**config.mk**
```make
export PLATFORM = sky130hd
export DESIGN_NAME = stim_capture_harness
export DESIGN_NICKNAME = d
export VERILOG_FILES = /design/src/rtl/stim_harness_pkg.sv /design/src/rtl/harness_lfsr12.sv /design/src/rtl/stim_capture_harness.sv
export SDC_FILE = /design/constraint.sdc
export NUM_CORES = 1
export LEC_CHECK = 0
export CAP_MARGIN = 10
export CORE_UTILIZATION = 50
export DETAILED_ROUTE_END_ITERATION = 8
export GPL_ROUTABILITY_DRIVEN = 0
export HOLD_SLACK_MARGIN = 0.08
export PLACE_DENSITY = 0.81
export SLEW_MARGIN = 20
export SYNTH_ARGS = -nofsm -noshare
export SYNTH_HDL_FRONTEND = slang
export SYNTH_SLANG_ARGS = --single-unit
```
**constraint.sdc**
```tcl
create_clock -name clk -period 5.7 [get_ports clk]
set_input_delay 1.425 -clock clk [delete_from_list [all_inputs] [get_ports clk]]
set_output_delay 1.425 -clock clk [all_outputs]
set_load 0.03 [all_outputs]
```
**src/rtl/stim_harness_pkg.sv**
```systemverilog
// Shared widths, tap constants and state encoding for the stimulus/capture harness.
package stim_harness_pkg;

    localparam int IN_W  = 12;
    localparam int OUT_W = 17;

    localparam logic [IN_W-1:0]  LFSR_TAPS = 12'hE08;
    localparam logic [OUT_W-1:0] MISR_TAPS = 17'h12000;

    typedef enum logic [1:0] {
        ST_IDLE,
        ST_SETTLE,
        ST_CAPTURE,
        ST_DONE
    } harness_state_e;

    // One MISR step: shift with x^17+x^14+1 feedback, then fold in the response.
    function automatic logic [OUT_W-1:0] misr_step(input logic [OUT_W-1:0] sig,
                                                    input logic [OUT_W-1:0] din);
        return {sig[OUT_W-2:0], ^(sig & MISR_TAPS)} ^ din;
    endfunction

endpackage

```
**src/rtl/harness_lfsr12.sv**
```systemverilog
// 12-bit Fibonacci LFSR (x^12+x^11+x^10+x^4+1) with load/advance enables.
module harness_lfsr12
    import stim_harness_pkg::*;
#(
    parameter logic [IN_W-1:0] SEED = 12'h001
) (
    input  logic            clk,
    input  logic            rst_n,
    input  logic            i_load,
    input  logic            i_adv,
    output logic [IN_W-1:0] o_q
);

    // An all-zero state would lock the LFSR, so a zero seed falls back to 1.
    localparam logic [IN_W-1:0] SEED_SAFE = (SEED == '0) ? 12'h001 : SEED;

    logic [IN_W-1:0] r_q;

    always_ff @(posedge clk or negedge rst_n) begin
        if (!rst_n)
            r_q <= '0;
        else if (i_load)
            r_q <= SEED_SAFE;
        else if (i_adv)
            r_q <= {r_q[IN_W-2:0], ^(r_q & LFSR_TAPS)};
    end

    assign o_q = r_q;

endmodule

```
**src/rtl/stim_capture_harness.sv**
```systemverilog
// Drives LFSR stimulus into a combinational datapath and compacts responses in a MISR.
// Define GOLDEN_CHECK_EN to add expected_sig/pass signature comparison.
module stim_capture_harness
    import stim_harness_pkg::*;
#(
    parameter int               NUM_VECTORS = 256,
    parameter logic [IN_W-1:0]  SEED        = 12'h001,
    parameter int               CAPTURE_LAT = 1,
    parameter logic [OUT_W-1:0] MISR_INIT   = 17'h00000,
    localparam int              CNT_W       = $clog2(NUM_VECTORS + 1)
) (
    input  logic             clk,
    input  logic             rst_n,
    input  logic             start,
    input  logic             abort,
    output logic [IN_W-1:0]  dut_in,
    input  logic [OUT_W-1:0] dut_out,
    output logic             busy,
    output logic             done,
    output logic [CNT_W-1:0] vec_count,
    output logic [OUT_W-1:0] signature
`ifdef GOLDEN_CHECK_EN
    ,
    input  logic [OUT_W-1:0] expected_sig,
    output logic             pass
`endif
);

    localparam int                SET_W       = $clog2(CAPTURE_LAT + 1);
    localparam logic [SET_W-1:0]  SETTLE_LAST = SET_W'(CAPTURE_LAT - 1);
    localparam logic [CNT_W-1:0]  LAST_VEC    = CNT_W'(NUM_VECTORS - 1);
    localparam logic [CNT_W-1:0]  MAX_CNT     = CNT_W'(NUM_VECTORS);

    harness_state_e   r_state;
    logic [SET_W-1:0] r_settle;
    logic             r_busy;
    logic             r_done;
    logic [CNT_W-1:0] r_count;
    logic [OUT_W-1:0] r_sig;
`ifdef GOLDEN_CHECK_EN
    logic             r_pass;
`endif

    logic             w_idle_like;
    logic             w_load;
    logic             w_adv;
    logic [OUT_W-1:0] w_sig_next;

    assign w_idle_like = (r_state == ST_IDLE) || (r_state == ST_DONE);
    assign w_load      = !abort && start && w_idle_like;
    assign w_adv       = !abort && (r_state == ST_CAPTURE);
    assign w_sig_next  = misr_step(r_sig, dut_out);

    harness_lfsr12 #(.SEED(SEED)) u_lfsr (
        .clk    (clk),
        .rst_n  (rst_n),
        .i_load (w_load),
        .i_adv  (w_adv),
        .o_q    (dut_in)
    );

    always_ff @(posedge clk or negedge rst_n) begin
        if (!rst_n) begin
            r_state  <= ST_IDLE;
            r_settle <= '0;
            r_busy   <= 1'b0;
            r_done   <= 1'b0;
            r_count  <= '0;
            r_sig    <= MISR_INIT;
`ifdef GOLDEN_CHECK_EN
            r_pass   <= 1'b0;
`endif
        end else if (abort) begin
            // Partial signature and count are left visible for debug.
            r_state <= ST_IDLE;
            r_busy  <= 1'b0;
            r_done  <= 1'b0;
`ifdef GOLDEN_CHECK_EN
            r_pass  <= 1'b0;
`endif
        end else begin
            case (r_state)
                ST_IDLE, ST_DONE: begin
                    if (start) begin
                        r_state  <= ST_SETTLE;
                        r_settle <= '0;
                        r_busy   <= 1'b1;
                        r_done   <= 1'b0;
                        r_count  <= '0;
                        r_sig    <= MISR_INIT;
`ifdef GOLDEN_CHECK_EN
                        r_pass   <= 1'b0;
`endif
                    end
                end
                ST_SETTLE: begin
                    if (r_settle == SETTLE_LAST)
                        r_state <= ST_CAPTURE;
                    else
                        r_settle <= r_settle + 1'b1;
                end
                ST_CAPTURE: begin
                    r_sig <= w_sig_next;
                    if (r_count != MAX_CNT)
                        r_count <= r_count + 1'b1;
                    if (r_count >= LAST_VEC) begin
                        r_state <= ST_DONE;
                        r_busy  <= 1'b0;
                        r_done  <= 1'b1;
`ifdef GOLDEN_CHECK_EN
                        r_pass  <= (w_sig_next == expected_sig);
`endif
                    end else begin
                        r_state  <= ST_SETTLE;
                        r_settle <= '0;
                    end
                end
                default: r_state <= ST_IDLE;
            endcase
        end
    end

    assign busy      = r_busy;
    assign done      = r_done;
    assign vec_count = r_count;
    assign signature = r_sig;
`ifdef GOLDEN_CHECK_EN
    assign pass      = r_pass;
`endif

endmodule

```
==> Word level (Yosys, flattened, before mapping) <==
Index checks and enable logic that the tools add are counted.
{ "op_classes": {"addsub": 2, "n_lt_le_gt_ge": 1, "n_eq_ne": 10, "n_mux": 23, "n_bitwise": 2, "reduce_logical": 17} }
{ "op_table": {"columns": ["op", "n"], "rows": [
  ["17-bit one-hot mux with 2 select lines", 1],
  ["12-bit two-way mux", 2],
  ["9-bit two-way mux", 2],
  ["9-bit one-hot mux with 2 select lines", 1],
  ["17-bit two-way mux", 1],
  ["17-bit parity", 1],
  ["17-bit XOR", 1],
  ["12-bit parity", 1],
  ["9-bit by 1-bit adder with 9-bit output, second input constant", 1],
  ["9-bit by 8-bit >= comparator with 1-bit output, second input constant", 1],
  ["9-bit inequality test, second input constant", 1],
  ["3-bit AND reduction", 3],
  ["1-bit two-way mux", 8],
  ["2-bit two-way mux", 4],
  ["3-bit inequality test, second input constant", 2],
  ["2-bit one-hot mux with 3 select lines", 1],
  ["2-bit == test, second input constant", 2],
  ["2-bit inequality test, second input constant", 2],
  ["1-bit one-hot mux with 2 select lines", 2],
  ["4-bit AND reduction", 1],
  ["2-bit nonzero test", 2],
  ["1-bit logical AND", 3],
  ["3-bit by 2-bit inequality test with 1-bit output, second input constant", 1],
  ["1-bit one-hot mux with 3 select lines", 1],
  ["10 further kinds", 10]
]} }
{ "totals": {"reg_bits": 43, "inputBits": 21, "word_cells": 62} }

==> Longest topological paths before layout <==
Gate-level depths: netlist of the first run.
{ "depth": {"ltp_word": 4, "ltp_mapped": 8} }

==> By module <==
A second synthesis of the first run with hierarchy kept.
{ "hier_totals": {"cells_unflattened": 221, "hier_area_um2": 2129.5} }
{ "modules_own_cells": {"columns": ["mod", "instances", "cells_per_inst", "area_each_um2"], "rows": [
  ["stim_capture_harness", 1, 178, 1614.0],
  ["harness_lfsr12", 1, 43, 515.5]
]} }

==> Worst setup path before layout of the first run <==
Ideal clock, no wire load.
{ "synth_timing": {"kind": "input -> register", "start": "input abort", "end": "register r_count[5] (netlist: vec_count[5])", "setup_ps": 123, "arrival_ps": 2418, "required_time_ps": 5577, "path_slack_ps": 3159, "path_stages": 4, "path_buffers": 0, "path_cell_list": "nand2b_4 a211o_1 or4_1 mux2i_1"} }
{ "synth_between": {"elab_chain_len": 2} }
{ "synth_rtl": {"columns": ["element", "line", "rtl"], "rows": [
  ["from (decl)", "stim_capture_harness.sv:15", "input logic abort,"],
  ["1-bit inverter (no line)", null, null],
  ["4-bit AND reduction (no line)", null, null],
  ["to (signal assigned)", "stim_capture_harness.sv:105", "r_count <= r_count + 1'b1;"],
  ["to (decl)", "stim_capture_harness.sv:38", "logic [CNT_W-1:0] r_count;"]
]} }
Every way passes these cells.
A chain may end at the register's enable or synchronous reset.

==> Final worst setup path of the first run <==
{ "layout_timing": {"start": "input start", "end": "register r_sig[6] (netlist: signature[6])"} }
{ "layout_between": {"elab_chain_len": 2} }
{ "layout_rtl": {"columns": ["element", "line", "rtl"], "rows": [
  ["from (decl)", "stim_capture_harness.sv:14", "input logic start,"],
  ["2-bit inequality test (no line)", null, null],
  ["3-bit AND reduction (no line)", null, null],
  ["to (signal assigned)", "stim_capture_harness.sv:103", "r_sig <= w_sig_next;"],
  ["to (decl)", "stim_capture_harness.sv:39", "logic [OUT_W-1:0] r_sig;"]
]} }
Every way passes these cells.

==> results of run 1 <==
## Yosys cell counts
master	number
nand3_1	5
or3_1	3
dfrtp_1	42
o21ai_1	1
a31o_2	1
mux2i_1	4
nor4b_1	2
or4_1	1
clkbuf_1	7
xor2_1	18
or2_2	1
o21ai_0	20
and4_1	3
nand2b_1	2
nand2b_4	1
xnor2_1	4
nor2b_1	1
nor3_1	4
nand2_1	43
a22o_1	11
buf_2	2
nand4_1	2
o31ai_1	1
a21oi_1	7
a211o_1	3
nor2_1	2
a211oi_1	2
ha_1	6
and3_1	1
inv_1	6
## critical path: cells and delay by family
family	cells	cell delay [ns]
simple gates	2	0.99
buf+inv	1	0.49
compound gates	1	0.22
## sequential cells by signal, summed over array words and instances (netlist names)
register	count
vec_count	9
signature	17
done	1
r_state	2
u_lfsr.o_q	12
busy	1
## per-layer routing
layer	global-route usage	share of wire
met5	0	0
met4	0.05585	0.0060
met3	0.05172	0.063
met2	0.3418	0.46
met1	0.3371	0.47
## power groups by stage
stage                     Sequential, mW  Combinational (mW)  Clock [mW]
final                              0.424               0.486       0.191
after floorplan                    0.530               0.203           0
after global routing               0.433               0.533       0.210
after detailed placement           0.430               0.485           0
after global placement             0.428               0.480           0
after CTS                          0.424               0.489       0.194
## kinds of logic after synthesis
kind of cell / share of synthesized area
AOI/OAI and AO/OA: 0.1432
xor gates and xnor gates: 0.09384
adders and majority gates: 0.03656
buffers and inverters: 0.02864
DFF: 0.5119
muxes: 0.01950
and+or+nand+nor: 0.1664
## cells in the final DEF (no fill, tap or decap), drive strengths merged, types with 6 or more instances in the layout
cell type,count
a21oi,7
a22o,11
clkdlybuf4s50,59
dfrtp,42
ha,6
inv,6
nand2,43
o21ai,21
xor2,18
## worst paths after layout
kind | from | endpoint | slack, ns | cells past startpoint
worst max-delay path | start | signature[6] | 2.69 | 4
worst min-delay path | signature[16] | signature[16] | 0.53 | 2
worst max register to register | r_state[0] | vec_count[4] | 3.26 | 6
worst min register to register | signature[16] | signature[16] | 0.53 | 2
max in group asynchronous | rst_n | u_lfsr.o_q[2] | 3.86 | 1
min in group asynchronous | rst_n | done | 1.26 | 1
## per-stage QoR
stage	power, mW	util	hold slack, ns	cells
finish	1.100	0.7273	0.5321	313
global route	1.175	0.7273	0.5636	313
CTS	1.108	0.7273	0.5354	313
detailed placement	0.9147	0.7036	0.5116	305
global placement	0.9074	0.7036	0.5048	305
floorplan	0.7324	-	0.5773	206
## layout make-up
type                            count  area, µm²  share of cell area
Inverter                            6      22.52            0.008152
Clock inverter                      3      21.27            0.007699
Clock buffer                        5      68.82             0.02491
Multi-Input combinational cell    149      943.4              0.3415
Sequential cell                    42       1051              0.3804
Timing Repair Buffer               60      595.6              0.2156
Tap cell                           48      60.06             0.02174
==> run_results.csv, run 1 <==
group,metric,value,unit
outcome,status,"finished clean",
sta,max_freq,0.3323,GHz
cells_and_area,area_growth,34.55,%
floorplan,initial_utilization,0.5405,
grt,grt_pass1_vias,1544,
clock_tree,cts_tree,"yes",
clock_tree,cts.repair.resized,0,
cells_and_area,fill_cells,304,
synth,ys_ff_latch,42,
synth,yosysSeqAreaShare,0.5119,
route,drt_iter0_markers,106,
synth,avgSynthCellArea,9.967,µm²
clock_tree,postCtsSetupBuffers,0,
pwr,net-switching-power,461.7,µW
sta,period_needed,3.009,ns
clock_tree,clk_path_buf_depth,2,
grt,grt-ovfl-total,0,
sta,setup_viol,0,
sta,final-hold-violation-count,0,
setup_path,crit_path_max_incr_delay,0.73,ns
flow_run,drv_cap,0,
setup_path,end_kind,"flop",
synth,synth_nets,233,
sta,tightest_slew,0.9208,ns
place,dpl_worst_slack,2.367,ns
floorplan,dieArea,4367,µm²
pwr,vdd_drop_max,0.0002238,V
sta,setup_tns,0,ns
cells_and_area,n_antenna_cell,0,
clock_tree,clock_sinks,42,
setup_path,crit_type,"primary input to flop",
floorplan,fp.dieH,66.08,µm
pwr,p_seq_frac,0.385,
pwr,swShare,0.4196,
grt,grt_usage,0.2293,
setup_path,slowest_stage,"or3_1",
sta,rsz0062_at_grt,"no",
pwr,p_int,638.7,µW
setup_path,crit_chain,"clkdlybuf4s50_1 -> nor2b_1 -> or3_1 -> o21ai_0",
clock_tree,htreeDepth,2,
sta,slew-limit-headroom,0.3861,
grt,grt_max_degree,43,
route,finalWirelength,4.484,mm
clock_tree,cts_made_buffers,5,
place,place_hpwl,3.157,mm
synth,synth_top_area_cell,"dfrtp_1",
synth,synthDistinctLibCells,30,
place,placed_area,2673,µm²
setup_path,arrival,3.14,ns
clock_tree,ctsHoldBuffers,0,
synth,syn_area,2053,µm²
clock_tree,clk_pin_slew_worst_paths,0.08,ns
floorplan,dieWidth,66.08,µm
min_path,hp-class,"flop to flop",
clock_tree,insertion_delay,0.29,ns
pwr,combPwrFrac,0.442,
grt,grt_pass1_wl,7.541,mm
route,avgViaCountPerCell,5.514,
route,vias,1726,
floorplan,ios,61,
setup_path,required,5.84,ns
floorplan,row_count,22,
cells_and_area,final_nets,291,
sta,period_share,0.5279,
clock_tree,cts_root_buffer,"clkbuf_8",
cells_and_area,fin_area,2763,µm²
sta,fin_ws,2.691,ns
cells_and_area,drive_above_1_share,0.04528,
sta,fin_skew,0.002765,ns
setup_path,start_kind,"primary input",
synth,yosysTopAreaCellShare,0.5119,
route,ant_nets,0,
route,wl_per_cell,14.33,µm
sta,slew_viol_final,0,
setup_path,crit_fanout,34,
pwr,clkPwrFrac,0.173,
pwr,p_per_area,398.3,nW/µm²
synth,yosys-top-cells-area,"dfrtp_1, nand2_1, xor2_1",
place,portBuffers,60,
grt,antenna_found_initial,0,
floorplan,core_area,3799,µm²
route,drc,0,
synth,syn_inst,206,
synth,yosys_warnings,0,
route,dr.pass1.iters,4,
pwr,p_leak,1.235,nW
Note: power is estimated with default switching activity, not from simulation.
==> run 2, diff against run 1 <==
Settings changed: CORE_UTILIZATION 50 to 47, PLACE_DENSITY 0.81 to 0.77.
Clock period 5.7 ns to 3.1 ns, I/O delays scaled along.
==> run 2 against run 1 <==
Net effect:
- combinational power up 86%
- global-route usage shrank 2.5 points
- clock-buffer cell count up 1
- register-to-register slack lost 2.4 ns
- via count fell by 2.7%
- total power grew 93%
- die area is 6.2% higher
- sequential share of layout area shrank 0.64 points
- critical path depth unchanged
- flip-flop and latch count did not move
- largest cell class unchanged
- final cell count is 1.3% higher
- critical path type unchanged
==> run_results.csv, run 2 (synthesis results as in run 1) <==
group,metric,value,unit
sta,rsz0062_at_grt,"no",
cells_and_area,fin_area,2810,µm²
min_path,hp-class,"flop to flop",
sta,fin_ws,0.7145,ns
grt,grt-ovfl-total,0,
clock_tree,clk_pin_slew_worst_paths,0.08,ns
clock_tree,insertion_delay,0.29,ns
setup_path,crit_chain,"clkdlybuf4s50_1 -> nor2b_1 -> or3_1 -> o21ai_0",
sta,setup_tns,0,ns
route,vias,1679,
floorplan,row_count,23,
sta,final-hold-violation-count,0,
cells_and_area,drive_above_1_share,0.05243,
cells_and_area,layout_common_cells,"clkdlybuf4s50_1, nand2_1, dfrtp_1",
cells_and_area,largest_reg_flops,17,
cells_and_area,final_nets,294,
sta,slew-limit-headroom,0.3810,
floorplan,ios,61,
floorplan,fp.dieH,68.10,µm
route,drc,0,
sta,slew_viol_final,0,
setup_path,start_kind,"primary input",
grt,grt_use_met2,0.3174,
sta,max_freq,0.4192,GHz
sta,period_needed,2.385,ns
floorplan,dieWidth,68.10,µm
clock_tree,cts_made_buffers,5,
pwr,vdd_drop_max,0.0003996,V
setup_path,end_kind,"flop",
grt,gr-usage-met3,0.05667,
place,dp_cells,310,
setup_path,rr_worst_depth,5,
place,placed_area,2698,µm²
setup_path,crit_type,"primary input to flop",
cells_and_area,final_common_cell,"clkdlybuf4s50_1",
sta,whs,0.5229,ns
route,avgViaCountPerCell,5.297,
setup_path,crit_path_max_incr_delay,0.73,ns
outcome,status,"finished clean",
cells_and_area,area_growth,36.87,%
pwr,p_per_area,755.2,nW/µm²
grt,busiest_layer,"met2",
cells_and_area,final_core_util,0.6877,
clock_tree,cts.repair.resized,0,
place,place_hpwl,3.059,mm
grt,grt_usage,0.2039,
floorplan,initial_utilization,0.5024,
route,wl_per_cell,14.06,µm
floorplan,dieArea,4637,µm²
route,finalWirelength,4.456,mm
min_path,min_path_cells,2,
grt,grt_util_met1,0.2749,
route,drt_iter0_markers,95,
cells_and_area,n_antenna_cell,0,
floorplan,core_area,4086,µm²
setup_path,crit_fanout,34,
route,ant_nets,0,
setup_path,slowest_stage,"or3_1",
setup_path,required,3.24,ns
grt,grt_pass1_vias,1499,
cells_and_area,fill_cells,313,
clock_tree,cts_root_buffer,"clkbuf_8",
setup_path,arrival,2.52,ns
pwr,finalPower,2.122,mW
route,dr.pass1.iters,4,
flow_run,drv_cap,0,
grt,grt_pass1_wl,6.927,mm
clock_tree,clk_path_buf_depth,2,
clock_tree,htreeDepth,2,
grt,antenna_found_initial,0,
sta,setup_viol,0,
clock_tree,clock_sinks,42,
clock_tree,cts_tree,"yes",
sta,fin_skew,0.01027,ns
place,portBuffers,60,
grt,grt_max_degree,43,
sta,tightest_slew,0.9285,ns
place,dpl_worst_slack,0.3881,ns
clock_tree,postCtsSetupBuffers,0,
sta,period_share,0.7695,
clock_tree,ctsHoldBuffers,0,
cells_and_area,fin_cells,317,
pwr,p_leak,1.265,nW
-- run 2: path summary, 6_finish.rpt --
| path | from | to | slack, ns |
|---|---|---|---|
| max reg2reg | r_state[0] | signature[12] | 0.81 |
| max | start | signature[12] | 0.71 |
| max in group asynchronous | rst_n | signature[11] | 1.90 |
| min in group asynchronous | rst_n | vec_count[4] | 0.62 |
| min | signature[0] | signature[0] | 0.52 |
| min reg2reg | signature[0] | signature[0] | 0.52 |
-- run 2: power by group --
group	internal [mW]	total [mW]	switching [mW]
Clock	0.258	0.440	0.182
Sequential	0.661	0.780	0.119
Combinational	0.364	0.903	0.539
-- run 2: critical path: cells and delay by family --
family	cells	cell delay, ns
simple gates	2	1.01
buf+inv	1	0.49
compound gates	1	0.23
-- run 2: cell type report --
| cell class | instances | area (µm²) | area share |
|---|---|---|---|
| clock buffers | 6 | 82.58 | 0.02939 |
| clock inverters | 1 | 30.03 | 0.01069 |
| inverters | 6 | 22.52 | 0.008014 |
| multi-input cells | 149 | 943.4 | 0.3357 |
| flip-flops and latches | 42 | 1051 | 0.3740 |
| well taps | 50 | 62.56 | 0.02226 |
| repair buffers | 63 | 618.1 | 0.2199 |
-- run 2: per-layer routing --
metal | up-vias | part of all wire
li1 | 828 | -
met2 | 41 | 0.47
met4 | 0 | 0.012
met5 | - | 0
met1 | 804 | 0.47
met3 | 6 | 0.048
==> run 3, diff against run 2 <==
Clock period 3.1 ns to 2.3 ns, I/O delays scaled along.
==> run 3 against run 2 <==
Net effect:
- clock-buffer cell count unchanged
- wire length increased by 2.4%
- clock power increased by 34%
- final cell count increased by 1.9%
- global-route usage increased by 0.50 points
- via count increased by 0.30%
- sequential share of layout area decreased by 0.75 points
- cell area increased by 2.0%
- register-to-register slack got worse by 0.50 ns
- non-clock buffer count increased by 6
==> run_results.csv, run 3 (synthesis results as in run 1) <==
group,metric,value,unit
sta,period_share,0.9031,
pwr,p_seq_frac,0.364,
setup_path,critPathBufInv,1,
route,vias,1684,
place,portBuffers,60,
sta,final-hold-violation-count,0,
pwr,combPwrFrac,0.430,
clock_tree,clock_sinks,42,
route,dr.pass1.iters,4,
pwr,p_leak,1.298,nW
setup_path,rr_worst_depth,6,
min_path,hp-class,"primary input to async pin",
clock_tree,ctsHoldBuffers,0,
pwr,net-switching-power,1.133,mW
clock_tree,htreeDepth,2,
floorplan,row_count,23,
pwr,finalPower,2.876,mW
sta,fin_skew,0.001467,ns
route,ant_nets,0,
sta,slew_viol_final,0,
outcome,status,"finished clean",
setup_path,cp_top_family,"buffers and inverters",
cells_and_area,layout_common_cells,"clkdlybuf4s50_1, nand2_1, dfrtp_1",
place,dpl_worst_slack,0.1569,ns
cells_and_area,drive_above_1_share,0.07326,
setup_path,required,1.73,ns
floorplan,initial_utilization,0.5024,
grt,grt_usage,0.2089,
grt,grt_max_degree,35,
route,met3_length,209,µm
floorplan,dieArea,4637,µm²
clock_tree,postCtsSetupBuffers,0,
sta,setup_viol,0,
grt,grt-ovfl-total,0,
cells_and_area,area_growth,39.67,%
sta,slew-limit-headroom,0.6415,
floorplan,dieWidth,68.10,µm
route,finalWirelength,4.562,mm
clock_tree,cts_tree,"yes",
pwr,clkPwrFrac,0.205,
route,top_layer,"met4",
setup_path,slowest_stage,"clkdlybuf4s50_1",
sta,period_needed,2.077,ns
pwr,p_per_area,1003,nW/µm²
pwr,p_int,1.743,mW
setup_path,arrival,1.50,ns
cells_and_area,final_common_cell,"clkdlybuf4s50_1",
clock_tree,cts_root_buffer,"clkbuf_8",
grt,grt_pass1_vias,1517,
setup_path,cp.depth,1,
cells_and_area,final_nets,300,
clock_tree,cts_made_buffers,5,
setup_path,crit_fanout,8,
route,drt-met1-wl,2.226,mm
sta,rsz0062_at_grt,"no",
route,drc,0,
sta,fin_ws,0.2229,ns
cells_and_area,n_antenna_cell,0,
route,drt_iter0_markers,64,
setup_path,end_kind,"output port",
setup_path,start_kind,"flop",
grt,antenna_found_initial,0,
setup_path,crit_type,"flop to output port",
pwr,vdd_drop_max,0.0005013,V
cells_and_area,fill_cells,331,
clock_tree,insertion_delay,0.29,ns
floorplan,fp.dieH,68.10,µm
place,place_hpwl,3.231,mm
flow_run,drv_cap,0,
sta,max_freq,0.4814,GHz
clock_tree,clk_pin_slew_worst_paths,0.08,ns
sta,setup_tns,0,ns
floorplan,ios,61,
pwr,swShare,0.3940,
clock_tree,cts.repair.resized,0,
route,avgViaCountPerCell,5.214,
setup_path,crit_path_max_incr_delay,0.72,ns
route,wl_per_cell,14.12,µm
clock_tree,clk_path_buf_depth,2,
sta,tightest_slew,0.5377,ns
setup_path,crit_chain,"clkdlybuf4s50_1",
grt,grt_pass1_wl,7.093,mm
cells_and_area,largest_reg_flops,17,
floorplan,core_area,4086,µm²
route,met2_length,2.097,mm
-- run 3: routing by layer --
| metal | track usage | vias to the layer above |
|---|---|---|
| met5 | 0 | - |
| li1 | - | 843 |
| met4 | 0.07031 | 0 |
| met3 | 0.05500 | 2 |
| met2 | 0.3174 | 41 |
| met1 | 0.2872 | 798 |
-- run 3: power groups by stage --
stage               Sequential (mW)  Combinational, mW  Clock [mW]
floorplan                      1.31              0.502           0
global placement               1.06               1.22           0
detailed placement             1.06               1.23           0
CTS                            1.05               1.24       0.612
global route                   1.07               1.34       0.635
finish                         1.05               1.24       0.590
-- run 3: final cells by class --
cell class / instances / area (µm²) / share of cell area
clock buffers: 6 / 82.58 / 0.02880
clock inverters: 1 / 30.03 / 0.01047
inverters: 6 / 22.52 / 0.007853
multi-input cells: 149 / 943.4 / 0.3290
flip-flops and latches: 42 / 1051 / 0.3665
well taps: 50 / 62.56 / 0.02182
repair buffers: 69 / 675.6 / 0.2356
-- run 3: stage by stage --
step                instances  hold slack (ns)  utilization  cell area, µm²
global route              323           0.2829       0.7018            2868
global placement          316           0.5037       0.6742            2755
finish                    323           0.2591       0.7018            2868
detailed placement        316           0.5123       0.6742            2755
floorplan                 206           0.2794            -            2053
CTS                       323           0.2654       0.7018            2868
-- run 3: final timing paths --
path | start | to | slack (ns)
min reg2reg | signature[16] | signature[16] | 0.52
min in group clk | signature[16] | signature[16] | 0.52
max | vec_count[0] | vec_count[0] | 0.22
min | rst_n | u_lfsr.o_q[8] | 0.26
max in group asynchronous | rst_n | signature[13] | 1.55
max reg2reg | vec_count[0] | r_state[1] | 0.31
